## src/rtl/apu_frame_counter.sv

```systemverilog
// APU frame sequencer: 4-step / 5-step quarter- and half-frame strobes plus frame IRQ.
// Define APU_FRAME_IRQ_EN to build the IRQ flag, irq_inhibit and the $4015-read clear.
module apu_frame_counter #(
    parameter int CNT_WIDTH = 16,
    parameter int WR_DELAY  = 3
) (
    input  logic       clk,
    input  logic       rst_l,
    input  logic       clk_en,
    input  logic       wr_en,
    input  logic [7:0] wr_data,
    input  logic       status_rd,
    output logic       quarter_frame,
    output logic       half_frame,
    output logic       frame_irq,
    output logic       mode
);

    localparam logic [CNT_WIDTH-1:0] STEP_Q1    = CNT_WIDTH'(7457);
    localparam logic [CNT_WIDTH-1:0] STEP_H1    = CNT_WIDTH'(14913);
    localparam logic [CNT_WIDTH-1:0] STEP_Q3    = CNT_WIDTH'(22371);
    localparam logic [CNT_WIDTH-1:0] STEP_IRQ   = CNT_WIDTH'(29828);
    localparam logic [CNT_WIDTH-1:0] LAST_4STEP = CNT_WIDTH'(29829);
    localparam logic [CNT_WIDTH-1:0] LAST_5STEP = CNT_WIDTH'(37281);
    localparam logic [2:0]           DELAY_LOAD = 3'(WR_DELAY);

    logic [CNT_WIDTH-1:0] cnt_q, cnt_d;
    logic [CNT_WIDTH-1:0] last_cnt;
    logic [2:0]           delay_q, delay_d;
    logic                 pend_mode_q, pend_mode_d;
    logic                 mode_q, mode_d;
    logic                 qf_q, qf_d;
    logic                 hf_q, hf_d;
    logic                 apply;
    logic                 step_qf, step_hf, step_irq;
    logic                 irq_set;

    // A non-zero delay counter means a $4017 write is pending.
    // NOTE: every output of a combinational block gets a default first, so no path can infer a latch.
    always_comb begin
        delay_d     = delay_q;
        pend_mode_d = pend_mode_q;
        apply       = 1'b0;
        if (wr_en) begin
            delay_d     = DELAY_LOAD;
            pend_mode_d = wr_data[7];
        end else if (clk_en && (delay_q != 3'd0)) begin
            delay_d = delay_q - 3'd1;
            apply   = (delay_q == 3'd1);
        end
    end

    assign last_cnt = mode_q ? LAST_5STEP : LAST_4STEP;

    always_comb begin
        step_qf  = (cnt_q == STEP_Q1) || (cnt_q == STEP_H1) ||
                   (cnt_q == STEP_Q3) || (cnt_q == last_cnt);
        step_hf  = (cnt_q == STEP_H1) || (cnt_q == last_cnt);
        step_irq = !mode_q && ((cnt_q == STEP_IRQ) || (cnt_q == LAST_4STEP));
    end

    // The write-apply tick forces the count to 0 and masks any step match in that tick.
    always_comb begin
        cnt_d   = cnt_q;
        mode_d  = mode_q;
        qf_d    = 1'b0;
        hf_d    = 1'b0;
        irq_set = 1'b0;
        if (clk_en) begin
            if (apply) begin
                cnt_d  = '0;
                mode_d = pend_mode_q;
                qf_d   = pend_mode_q;
                hf_d   = pend_mode_q;
            end else begin
                qf_d    = step_qf;
                hf_d    = step_hf;
                irq_set = step_irq;
                cnt_d   = (cnt_q == last_cnt) ? '0 : cnt_q + CNT_WIDTH'(1);
            end
        end
    end

    // NOTE: sequential state uses non-blocking assignments so all registers sample the same pre-edge values.
    always_ff @(posedge clk) begin
        if (!rst_l) begin
            cnt_q       <= '0;
            delay_q     <= 3'd0;
            pend_mode_q <= 1'b0;
            mode_q      <= 1'b0;
            qf_q        <= 1'b0;
            hf_q        <= 1'b0;
        end else begin
            cnt_q       <= cnt_d;
            delay_q     <= delay_d;
            pend_mode_q <= pend_mode_d;
            mode_q      <= mode_d;
            qf_q        <= qf_d;
            hf_q        <= hf_d;
        end
    end

    assign quarter_frame = qf_q;
    assign half_frame    = hf_q;
    assign mode          = mode_q;

`ifdef APU_FRAME_IRQ_EN
    logic irq_q, irq_d;
    logic inhibit_q, inhibit_d;
    logic unused_wr_bits;

    // A set uses the inhibit value from before this clk's write; set beats any clear.
    always_comb begin
        inhibit_d = wr_en ? wr_data[6] : inhibit_q;
        irq_d     = irq_q;
        if (irq_set && !inhibit_q) begin
            irq_d = 1'b1;
        end else if (status_rd || (wr_en && wr_data[6])) begin
            irq_d = 1'b0;
        end
    end

    always_ff @(posedge clk) begin
        if (!rst_l) begin
            irq_q     <= 1'b0;
            inhibit_q <= 1'b0;
        end else begin
            irq_q     <= irq_d;
            inhibit_q <= inhibit_d;
        end
    end

    assign frame_irq      = irq_q;
    assign unused_wr_bits = ^wr_data[5:0];
`else
    logic unused_irq_inputs;

    assign frame_irq         = 1'b0;
    assign unused_irq_inputs = ^{wr_data[6:0], status_rd, irq_set};
`endif

endmodule

```

## config.mk

```make
export PLATFORM = sky130hd
export DESIGN_NAME = apu_frame_counter
export DESIGN_NICKNAME = d
export VERILOG_FILES = /design/src/rtl/apu_frame_counter.sv
export SDC_FILE = /design/constraint.sdc
export NUM_CORES = 1
export LEC_CHECK = 0
export BUFFER_PORTS_ARGS = -buffer_cell sky130_fd_sc_hd__buf_2
export CORE_UTILIZATION = 30
export CTS_CLUSTER_SIZE = 12
export DETAILED_ROUTE_END_ITERATION = 7
export SLEW_MARGIN = 5
export SYNTH_ARGS = -nofsm -noshare
export SYNTH_HDL_FRONTEND = slang
export SYNTH_SLANG_ARGS = --single-unit
```

## constraint.sdc

```tcl
create_clock -name clk -period 4.5 [get_ports clk]
set_input_delay 0 -clock clk [delete_from_list [all_inputs] [get_ports clk]]
set_output_delay 0 -clock clk [all_outputs]
set_load 0.005 [all_outputs]
```

After elaboration in Yosys (flattened, before gate mapping)
Index checks and enable logic that the tools add are counted.
- register bits: 23
- bits in latches: 0
- bits in writable memories: 0
- bits in read-only memories: 0
- input port bits: 13
- output and inout port bits: 4
- logic and storage cells: 34
- memories kept: 0
- $add $sub $neg: 2
- $mul: 0
- divide/modulo/power cells: 0
- magnitude comparators: 0
- equality and inequality tests: 5
- shift-type cells: 0
- multiplexer cells: 9
- bitwise logic cells: 1
- reductions and logical operators: 10
- operators with widths (operator ; count):
    $mux W16 ; 3
    $add A16 B1 Y16 const B ; 1
    $eq A16 B13 Y1 const B ; 1
    $eq A16 B14 Y1 const B ; 1
    $eq A16 B15 Y1 const B ; 1
    $eq A16 B16 Y1 ; 1
    $logic_or A1 B1 Y1 ; 4
    $mux W1 ; 4
    $mux W2 ; 2
    $reduce_and A2 Y1 ; 2
    $eq A3 B1 Y1 const B ; 1
    $reduce_bool A3 Y1 ; 1
    $sub A3 B1 Y3 const B ; 1
    $reduce_bool A2 Y1 ; 1
    $reduce_or A2 Y1 ; 1
    $logic_and A1 B1 Y1 ; 1
    $not A1 Y1 ; 1

Longest topological paths before layout
Gate-level depths: netlist of the first run.
- word-level depth: 5
- depth in mapped cells: 8

Worst setup path after synthesis of the first run
No wires, ideal clock.
- kind: reg2reg
- start: register delay_q[0]
- end: register cnt_q[10]
- library setup time: 0.123 ns
- arrival time: 1.600 ns
- setup slack: 2.777 ns
- stages on the path, launching flop included: 9
- buffers on the path: 0
- clock period less this slack: 1.723 ns
- cells stage by stage: dfxtp_1 > inv_1 > ha_1 > ha_1 > nor4b_1 > nand2_1 > nand2_1 > or3_1 > o21ai_0
- cells in the longest elaborated chain, start to end: 5
- ends and longest elaborated chain (item ; line ; source):
    start, declared ; 29 ; logic [2:0] delay_q, delay_d;
    start signal, assigned ; 95 ; delay_q <= delay_d;
    $reduce_bool A3 Y1 ; 47 ; end else if (clk_en && (delay_q != 3'd0)) begin
    $logic_and A1 B1 Y1 ; 47 ;
    $mux W1 * ; 47 ;
    $mux W1 * ; 44 ; if (wr_en) begin
    $mux W16 * ; 70 ; if (apply) begin
    end signal, assigned ; 94 ; cnt_q <= cnt_d;
    end, declared ; 27 ; logic [CNT_WIDTH-1:0] cnt_q, cnt_d;
Mark *: on every way between the ends. The rest lies on a longest branch, timed or not.
A chain may end at the register's enable or synchronous reset.

Worst setup path in the final report of the first run
Ends and elaborated chain as after synthesis.

==> metrics.yaml, run 1 <==
yosys:
  synth_edf_count: 0
  synth_top_area_frac: 0.355
  yosysWarningCount: 0
  synthCells: 161
  ys.flop_type: "dfxtp_1"
  synth.net_count: 179
  synth_top_cells_by_count: "25 x nor2_1, 23 x dfxtp_1, 16 x nand2_1, 9 x nand4_1"
  yosys_register_bits: 23
  synthArstFlopShare: 0
  seq_area_frac_synth: 0.355
  netlist_area_um2: 1300
  synthTopCellsByArea: "dfxtp_1 35%, nor2_1 7.2%, ha_1 4.8%"
  synth.distinct_cells: 45
  synth_top_cell_by_area: "dfxtp_1"
  yosys.cell_count.top_type: "nor2_1"
  syn_avg_cell_area_um2: 8.06
drt:
  final_antenna_net_count: 0
  dr_total_vias: 1132
  remaining_drc_errors: 0
  drt_iter0_drc: 109
  first_pass_iters: 6
  totalWireLength_um: 2770
  via_per_inst: 5.22
  wire_per_inst_um: 12.8
timing:
  fmax_ghz: 0.524
  fin_skew_ps: 4.68
  setup_tns_ps: 0
  period_share: 0.424
  max_slew_margin: 0.645
  worst_pin_slew_ps: 528
  hold_viol_final: 0
  period_needed_ps: 1910
  drv_slew: 0
  setup_viol: 0
  rsz0062_at_grt: "false"
cts:
  clkLatencyLatePin_ps: 270
  cts_sinks: 23
  cts_setup_buffers: 0
  tritoncts: "done"
  cts-root-buf: "clkbuf_8"
  cts.repair.resized: 0
  clk_pin_slew_ps: 80
  cts_max_path_buffers: 2
  htreeDepth: 1
  cts_buffers: 3
  cts_hold_buf: 2
die:
  io_pins: 17
  die_h_um: 67.8
  core-area_um2: 4090
  die_w_um: 67.8
  start_util: 0.318
  rows: 23
  dieArea_um2: 4590
place:
  dp.cells: 211
  dp_hpwl_um: 1990
  routabilityCongestion: 0.870
  io_buffers: 7
final_layout:
  stdcell_count: 217
  nets: 186
  syn2layout_area_growth_pct: 9.16
  diodes: 0
  drive_gt1_frac: 0.102
power:
  irDropWorstVdd_mv: 0.100
  powerDensity_nw_per_um2: 266
  p_leak_nw: 0.491
critical_path:
  critical_path_class: "flip-flop to flip-flop"
  arrival_ps: 2070
  slowest_stage: "nor4b_1"
  cp_num_buf_inv: 1
  crit_fanout: 5
  path_cells: "inv_1 > ha_1 > ha_1 > nor4b_1 > nand2_1 > nand2_1 > or3_1 > o21ai_0"
  crit_family: "simple AND/OR/NAND/NOR gates"
  slowest_delay_ps: 410
  start_kind: "flip-flop"
  critPathRequiredTime_ps: 4660
  cp-end-kind: "flip-flop"
grt:
  grt_overflow_total: 0
  antenna_found_initial: 0
  grt_pass1_wl_um: 4810
  grt_util_all_layers: 0.138
  grt_start_max_net_pins: 14
  grt_pass1_vias: 1048
worst_hold_path:
  hp-class: "input port to flip-flop"
job:
  drv_cap: 0
run_status:
  status: "finished clean"
[flip-flops by register name (all words and copies together) (netlist names)]
register and cells:
mode 1, quarter_frame 1, delay_q 3, half_frame 1
cnt_q 16, pend_mode_q 1
[path summary, 6_finish.rpt]
kind / to / from / cells past startpoint / slack [ps]
setup / recovery: cnt_q[10] / delay_q[0] / 8 / 2590
hold / removal: delay_q[1] / rst_l / 2 / 20
setup reg to reg: cnt_q[10] / delay_q[0] / 8 / 2590
hold reg to reg: delay_q[2] / delay_q[2] / 2 / 530
[placed cells by master (no fill, tap or decap), drive strengths merged, types with 6 or more instances in the layout]
master,count
o21ai,6
nor2,25
buf,7
dfxtp,23
nand2,16
nand3,7
inv,6
nand4,9
a21oi,6
xnor2,7
[power breakdown]
group / switching, mW / leakage [nW] / internal [mW]
Sequential: 0.00536 / 0.187 / 0.208
Clock: 0.0670 / 0.0255 / 0.0618
Combinational: 0.0202 / 0.279 / 0.0135
Total: 0.0926 / 0.491 / 0.284
[layer usage]
metal	GRT usage	share of wire	vias up
li1	-	-	581
met4	0.0612	0.012	0
met5	0	0	-
met1	0.196	0.51	523
met3	0.00507	0.022	4
met2	0.213	0.46	24
[stage by stage]
stage	utilization	instance area, um2	hold slack [ps]	power, mW	setup WS [ps]
floorplan	-	1300	83.1	0.242	2780
global placement	0.330	1350	238	0.250	2560
detailed placement	0.330	1350	248	0.251	2580
CTS	0.347	1420	16.6	0.384	2560
global route	0.347	1420	28.6	0.397	2380
finish	0.347	1420	17.3	0.376	2590
[logic make-up (layout without fill, tap and decap cells)]
family	count (synthesis)	after routing	share of synthesized area
and+or+nand+nor	83	83	0.332
AOI/OAI and AO/OA	23	23	0.128
DFF	23	23	0.355
buffers and inverters	15	21	0.0579
xor gates and xnor gates	9	9	0.0608
adders and majority gates	5	5	0.0482
muxes	2	2	0.0154
other	1	1	0.00289
[worst reg2reg max path, stage by stage (launching register included)]
cell	delay (ps)
dfxtp_1	350
inv_1	70
ha_1	200
ha_1	190
nor4b_1	410
nand2_1	250
nand2_1	170
or3_1	110
o21ai_0	60
[area by class of cell]
class,instances,area [um2]
Fill cell,435,2670
Clock buffer,3,41.3
Clock inverter,1,5.00
Multi-Input combinational cell,123,762
Tap cell,50,62.6
Sequential cell,23,460
Timing Repair Buffer,9,55.1
Inverter,8,30.0
Power figures use the tool's default switching activity.
==> run 2, diff against run 1 <==
==> constraint.sdc (replaced) <==
create_clock -name clk -period 2 [get_ports clk]
set_input_delay 0 -clock clk [delete_from_list [all_inputs] [get_ports clk]]
set_output_delay 0 -clock clk [all_outputs]
set_load 0.005 [all_outputs]
==> run 2 against run 1 <==
Effect of this change:
- clock power grew 120%
- wire length grew 0.18%
- first-iteration DRC count shrank 31%
- non-clock buffer count grew 11
- via count grew 4.0%
- clock skew shrank 1.3 ps
- largest cell class unchanged
- largest power group unchanged
==> metrics.yaml, run 2 (synthesized netlist as in run 1, its figures left out) <==
die:
  dieArea_um2: 4590
  die_w_um: 67.8
  rows: 23
  io_pins: 17
  core-area_um2: 4090
  start_util: 0.318
  die_h_um: 67.8
timing:
  hold_slack_ps: 24.8
  setup_viol: 0
  fmax_ghz: 0.551
  drv_slew: 0
  max_slew_margin: 0.645
  period_share: 0.907
  worst_pin_slew_ps: 527
  period_needed_ps: 1810
  fin_skew_ps: 3.36
  hold_viol_final: 0
  rsz0062_at_grt: "false"
  setup_tns_ps: 0
final_layout:
  nets: 197
  fill_cells: 433
  final_common_cell: "nor2_1"
  regMostFlops: "cnt_q"
  syn2layout_area_growth_pct: 15.5
  largest_reg_flops: 16
  largestRegisters: "cnt_q x16, delay_q x3"
  diodes: 0
  final_cell_mix: "25 x nor2_1, 23 x dfxtp_1, 16 x nand2_1"
  drive_gt1_frac: 0.157
  final_util: 0.367
grt:
  grt_overflow_total: 0
  antenna_found_initial: 0
  grt_start_max_net_pins: 14
  grt_util_all_layers: 0.138
  grt_pass1_wl_um: 4740
  grt_pass1_vias: 1029
cts:
  htreeDepth: 1
  clk_pin_slew_ps: 80
  cts_buffers: 3
  clkLatencyLatePin_ps: 270
  cts-root-buf: "clkbuf_8"
  tritoncts: "done"
  cts_sinks: 23
  cts_max_path_buffers: 2
power:
  power_switching_uw: 209
  p_sw_frac: 0.246
  power_frac_comb: 0.094
  irDropWorstVdd_mv: 0.214
  power_frac_seq: 0.565
  clkPwrFrac: 0.341
  powerDensity_nw_per_um2: 567
  internal_power_uw: 642
  p_leak_nw: 0.550
critical_path:
  cp_num_buf_inv: 0
  regToRegSetupSlack_ps: 190
  cp-end-kind: "flip-flop"
  crit_family: "compound AO/OA/AOI/OAI gates"
  arrival_ps: 1950
  slowest_stage: "dfxtp_1"
  path_cells: "ha_1 > nand4_1 > a2111o_1 > o21ai_4 > nor3_1"
  slowest_delay_ps: 470
  critPathRequiredTime_ps: 2140
  critical_path_class: "flip-flop to flip-flop"
  crit_fanout: 9
  start_kind: "flip-flop"
drt:
  via_per_inst: 5.16
  first_pass_iters: 5
  remaining_drc_errors: 0
  drt_iter0_drc: 75
  dr_total_vias: 1177
  final_antenna_net_count: 0
  totalWireLength_um: 2780
  wire_per_inst_um: 12.2
run_status:
  status: "finished clean"
place:
  io_buffers: 7
  dp_hpwl_um: 2110
  routabilityCongestion: 0.913
worst_hold_path:
  hp-class: "input port to flip-flop"
job:
  drv_cap: 0
## run 2: cell count changes in the layout (fill, tap and decap cells not counted)
cell,change
buf_4,+11
## run 2: worst reg2reg max path, stage by stage (launching register included)
cell,delay [ps]
dfxtp_1,470
ha_1,250
nand4_1,120
a2111o_1,450
o21ai_4,320
nor3_1,100
## run 2: timing repair
action,in CTS,in global routing
setup buffers,0,0
hold endpoints to repair,2,0
hold buffers,2,0
resized for setup,0,0
## run 2: per-stage QoR
step / cells / worst slack [ps] / power [mW] / instance area [um2]
6_report: 228 / 187 / 0.851 / 1500
5_1_grt: 228 / 31.5 / 0.899 / 1500
4_1_cts: 228 / 159 / 0.870 / 1500
3_5_place_dp: 222 / 176 / 0.569 / 1430
3_3_place_gp: 222 / 215 / 0.567 / 1430
2_1_floorplan: 161 / 277 / 0.545 / 1300
## run 2: final timing paths
path | start | end | cells past startpoint
max reg2reg | cnt_q[0] | cnt_q[11] | 5
max | cnt_q[0] | cnt_q[11] | 5
min reg2reg | delay_q[2] | delay_q[2] | 2
min | rst_l | delay_q[1] | 2
## run 2: layout make-up
type                            count  area (um2)  area share
Inverter                            8        30.0      0.0200
Clock inverter                      1        5.00     0.00334
Multi-Input combinational cell    123         762       0.508
Tap cell                           50        62.6      0.0417
Clock buffer                        3        41.3      0.0275
Sequential cell                    23         460       0.307
Timing Repair Buffer               20         138      0.0918
## run 2: metal layers
metal	part of all wire	vias up	global-route usage
li1	-	598	-
met3	0.054	7	0.0135
met4	0.026	0	0.0824
met2	0.44	32	0.207
met1	0.48	540	0.190
met5	0	-	0
## run 2: power by group through the flow
stage                     registers (mW)  clock network (mW)  logic (mW)
after floorplan                    0.487                   0      0.0576
after global placement             0.491                   0      0.0764
after detailed placement           0.491                   0      0.0778
after CTS                          0.480               0.309      0.0809
after global routing               0.482               0.324      0.0931
final                              0.480               0.290      0.0799
==> run 3, diff against run 2 <==
--- a/config.mk
+++ b/config.mk
@@ -9,6 +9,7 @@
 export CORE_UTILIZATION = 30
 export CTS_CLUSTER_SIZE = 12
 export DETAILED_ROUTE_END_ITERATION = 7
+export RECOVER_POWER = 25
 export SLEW_MARGIN = 5
 export SYNTH_ARGS = -nofsm -noshare
 export SYNTH_HDL_FRONTEND = slang
==> constraint.sdc (replaced) <==
create_clock -name clk -period 1.59 [get_ports clk]
set_input_delay 0 -clock clk [delete_from_list [all_inputs] [get_ports clk]]
set_output_delay 0 -clock clk [all_outputs]
set_load 0.005 [all_outputs]
==> run 3 against run 2 <==
Effect of this change:
- largest cell class unchanged
- critical endpoint is now cnt_q[0]
- count of clock-buffer cells in the layout unchanged
- first-iteration DRC count increased by 49%
- core utilization is 11 points higher
- clock skew is 1.4 ps higher
- worst hold slack worse by 18 ps
- critical path type unchanged
- the flow now finishes with violations (setup timing)
- register-to-register slack lost 310 ps
==> metrics.yaml, run 3 (synthesized netlist as in run 1, its figures left out) <==
run_status:
  status: "finished, violations left"
  violations: "setup timing"
grt:
  grt_util_all_layers: 0.162
  grt_pass1_wl_um: 5610
  antenna_found_initial: 0
  grt_overflow_total: 0
  grt_start_max_net_pins: 14
  grt_pass1_vias: 1271
power:
  p_leak_nw: 0.750
  powerDensity_nw_per_um2: 614
  total_power_mw: 1.19
  irDropWorstVdd_mv: 0.365
timing:
  hold_slack_ps: 6.47
  setup_viol: 18
  period_share: 1.08
  drv_slew: 0
  fmax_ghz: 0.582
  hold_viol_final: 0
  setup_tns_ps: -1570
  period_needed_ps: 1720
  fin_skew_ps: 4.76
  rsz0062_at_grt: "true"
  fin_ws_ps: -128
die:
  io_pins: 17
  die_h_um: 67.8
  die_w_um: 67.8
  core-area_um2: 4090
  start_util: 0.318
  rows: 23
  dieArea_um2: 4590
final_layout:
  final_cell_mix: "39 x buf_4, 22 x nor2_1, 12 x nand2_1"
  nets: 231
  syn2layout_area_growth_pct: 49.1
  largestRegisters: "cnt_q x16, delay_q x3"
  regMostFlops: "cnt_q"
  final_common_cell: "buf_4"
  diodes: 0
  largest_reg_flops: 16
  final_util: 0.473
  drive_gt1_frac: 0.462
drt:
  drt_iter0_drc: 112
  first_pass_iters: 4
  via_per_inst: 5.19
  dr_total_vias: 1360
  remaining_drc_errors: 0
  wire_per_inst_um: 13.9
  final_antenna_net_count: 0
  totalWireLength_um: 3640
place:
  routabilityCongestion: 0.851
  dpl_worst_slack_ps: -135
  dp_hpwl_um: 2460
  io_buffers: 7
critical_path:
  cp-end-kind: "flip-flop"
  crit_fanout: 7
  arrival_ps: 1880
  regToRegSetupSlack_ps: -130
  start_kind: "flip-flop"
  critical_path_class: "flip-flop to flip-flop"
  timing.rr.start: "cnt_q[3]"
  r2r_end: "cnt_q[0]"
  critPathRequiredTime_ps: 1760
  ff2ff_path_depth: 6
cts:
  cts_sinks: 23
  clkLatencyLatePin_ps: 270
  htreeDepth: 1
  cts_max_path_buffers: 2
  clk_pin_slew_ps: 90
  cts_buffers: 3
  tritoncts: "done"
  cts-root-buf: "clkbuf_8"
worst_hold_path:
  whs_endpoint: "delay_q[1]"
  whs_path_depth: 2
  hp-start: "rst_l"
  hp-class: "input port to flip-flop"
job:
  drv_cap: 0
==> run 3: how the worst max path moves through the flow <==
stage	endpoint	startpoint	slack [ps]
after floorplan	cnt_q[11]	cnt_q[2]	8
after detailed placement	cnt_q[11]	delay_q[0]	-130
after CTS	cnt_q[11]	mode	-110
after global routing	cnt_q[5]	cnt_q[3]	-190
final	cnt_q[0]	cnt_q[3]	-130
after global placement	cnt_q[11]	delay_q[0]	-120
==> run 3: report_power, final <==
part | internal [mW] | total [mW] | switching, mW | leakage [nW]
Sequential | 0.590 | 0.602 | 0.0118 | 0.192
Clock | 0.176 | 0.378 | 0.202 | 0.0255
Combinational | 0.108 | 0.207 | 0.0993 | 0.532
==> run 3: metrics by stage <==
stage / cells / area, um2
2_1_floorplan: 161 / 1320
3_3_place_gp: 249 / 1660
3_5_place_dp: 249 / 1660
4_1_cts: 256 / 1780
5_1_grt: 262 / 1930
6_report: 262 / 1930
==> run 3: what timing repair did <==
action | in CTS | in global routing
hold endpoints to repair | 1 | 0
setup endpoints to repair | 16 | 20
cloned | 1 | 0
gates resized for setup | 17 | 29
buffers inserted | 1 | 6
pin swaps | 13 | 21
hold buffers | 1 | 0
==> run 3: routing by layer <==
metal	wire length (um)	vias up	GRT usage	part of all wire
met4	103	0	0.0771	0.028
met2	1820	43	0.274	0.50
met3	148	11	0.0101	0.041
met1	1570	632	0.208	0.43
met5	0	-	0	0
li1	-	674	-	-
==> run 3: critical path: stages, from the launching register on <==
cell      delay (ps)
dfxtp_2          350
nor4_4           270
nand4_1          120
a2111o_2         530
buf_4            180
nand2_4           70
o21ai_0           80
==> run 3: area by class of cell <==
cell class,instances,area (um2)
fillers,389,2150
multi-input cells,124,912
flip-flops and latches,23,478
repair buffers,53,405
well taps,50,62.6
clock buffers,3,41.3
inverters,8,30.0
clock inverters,1,5.00
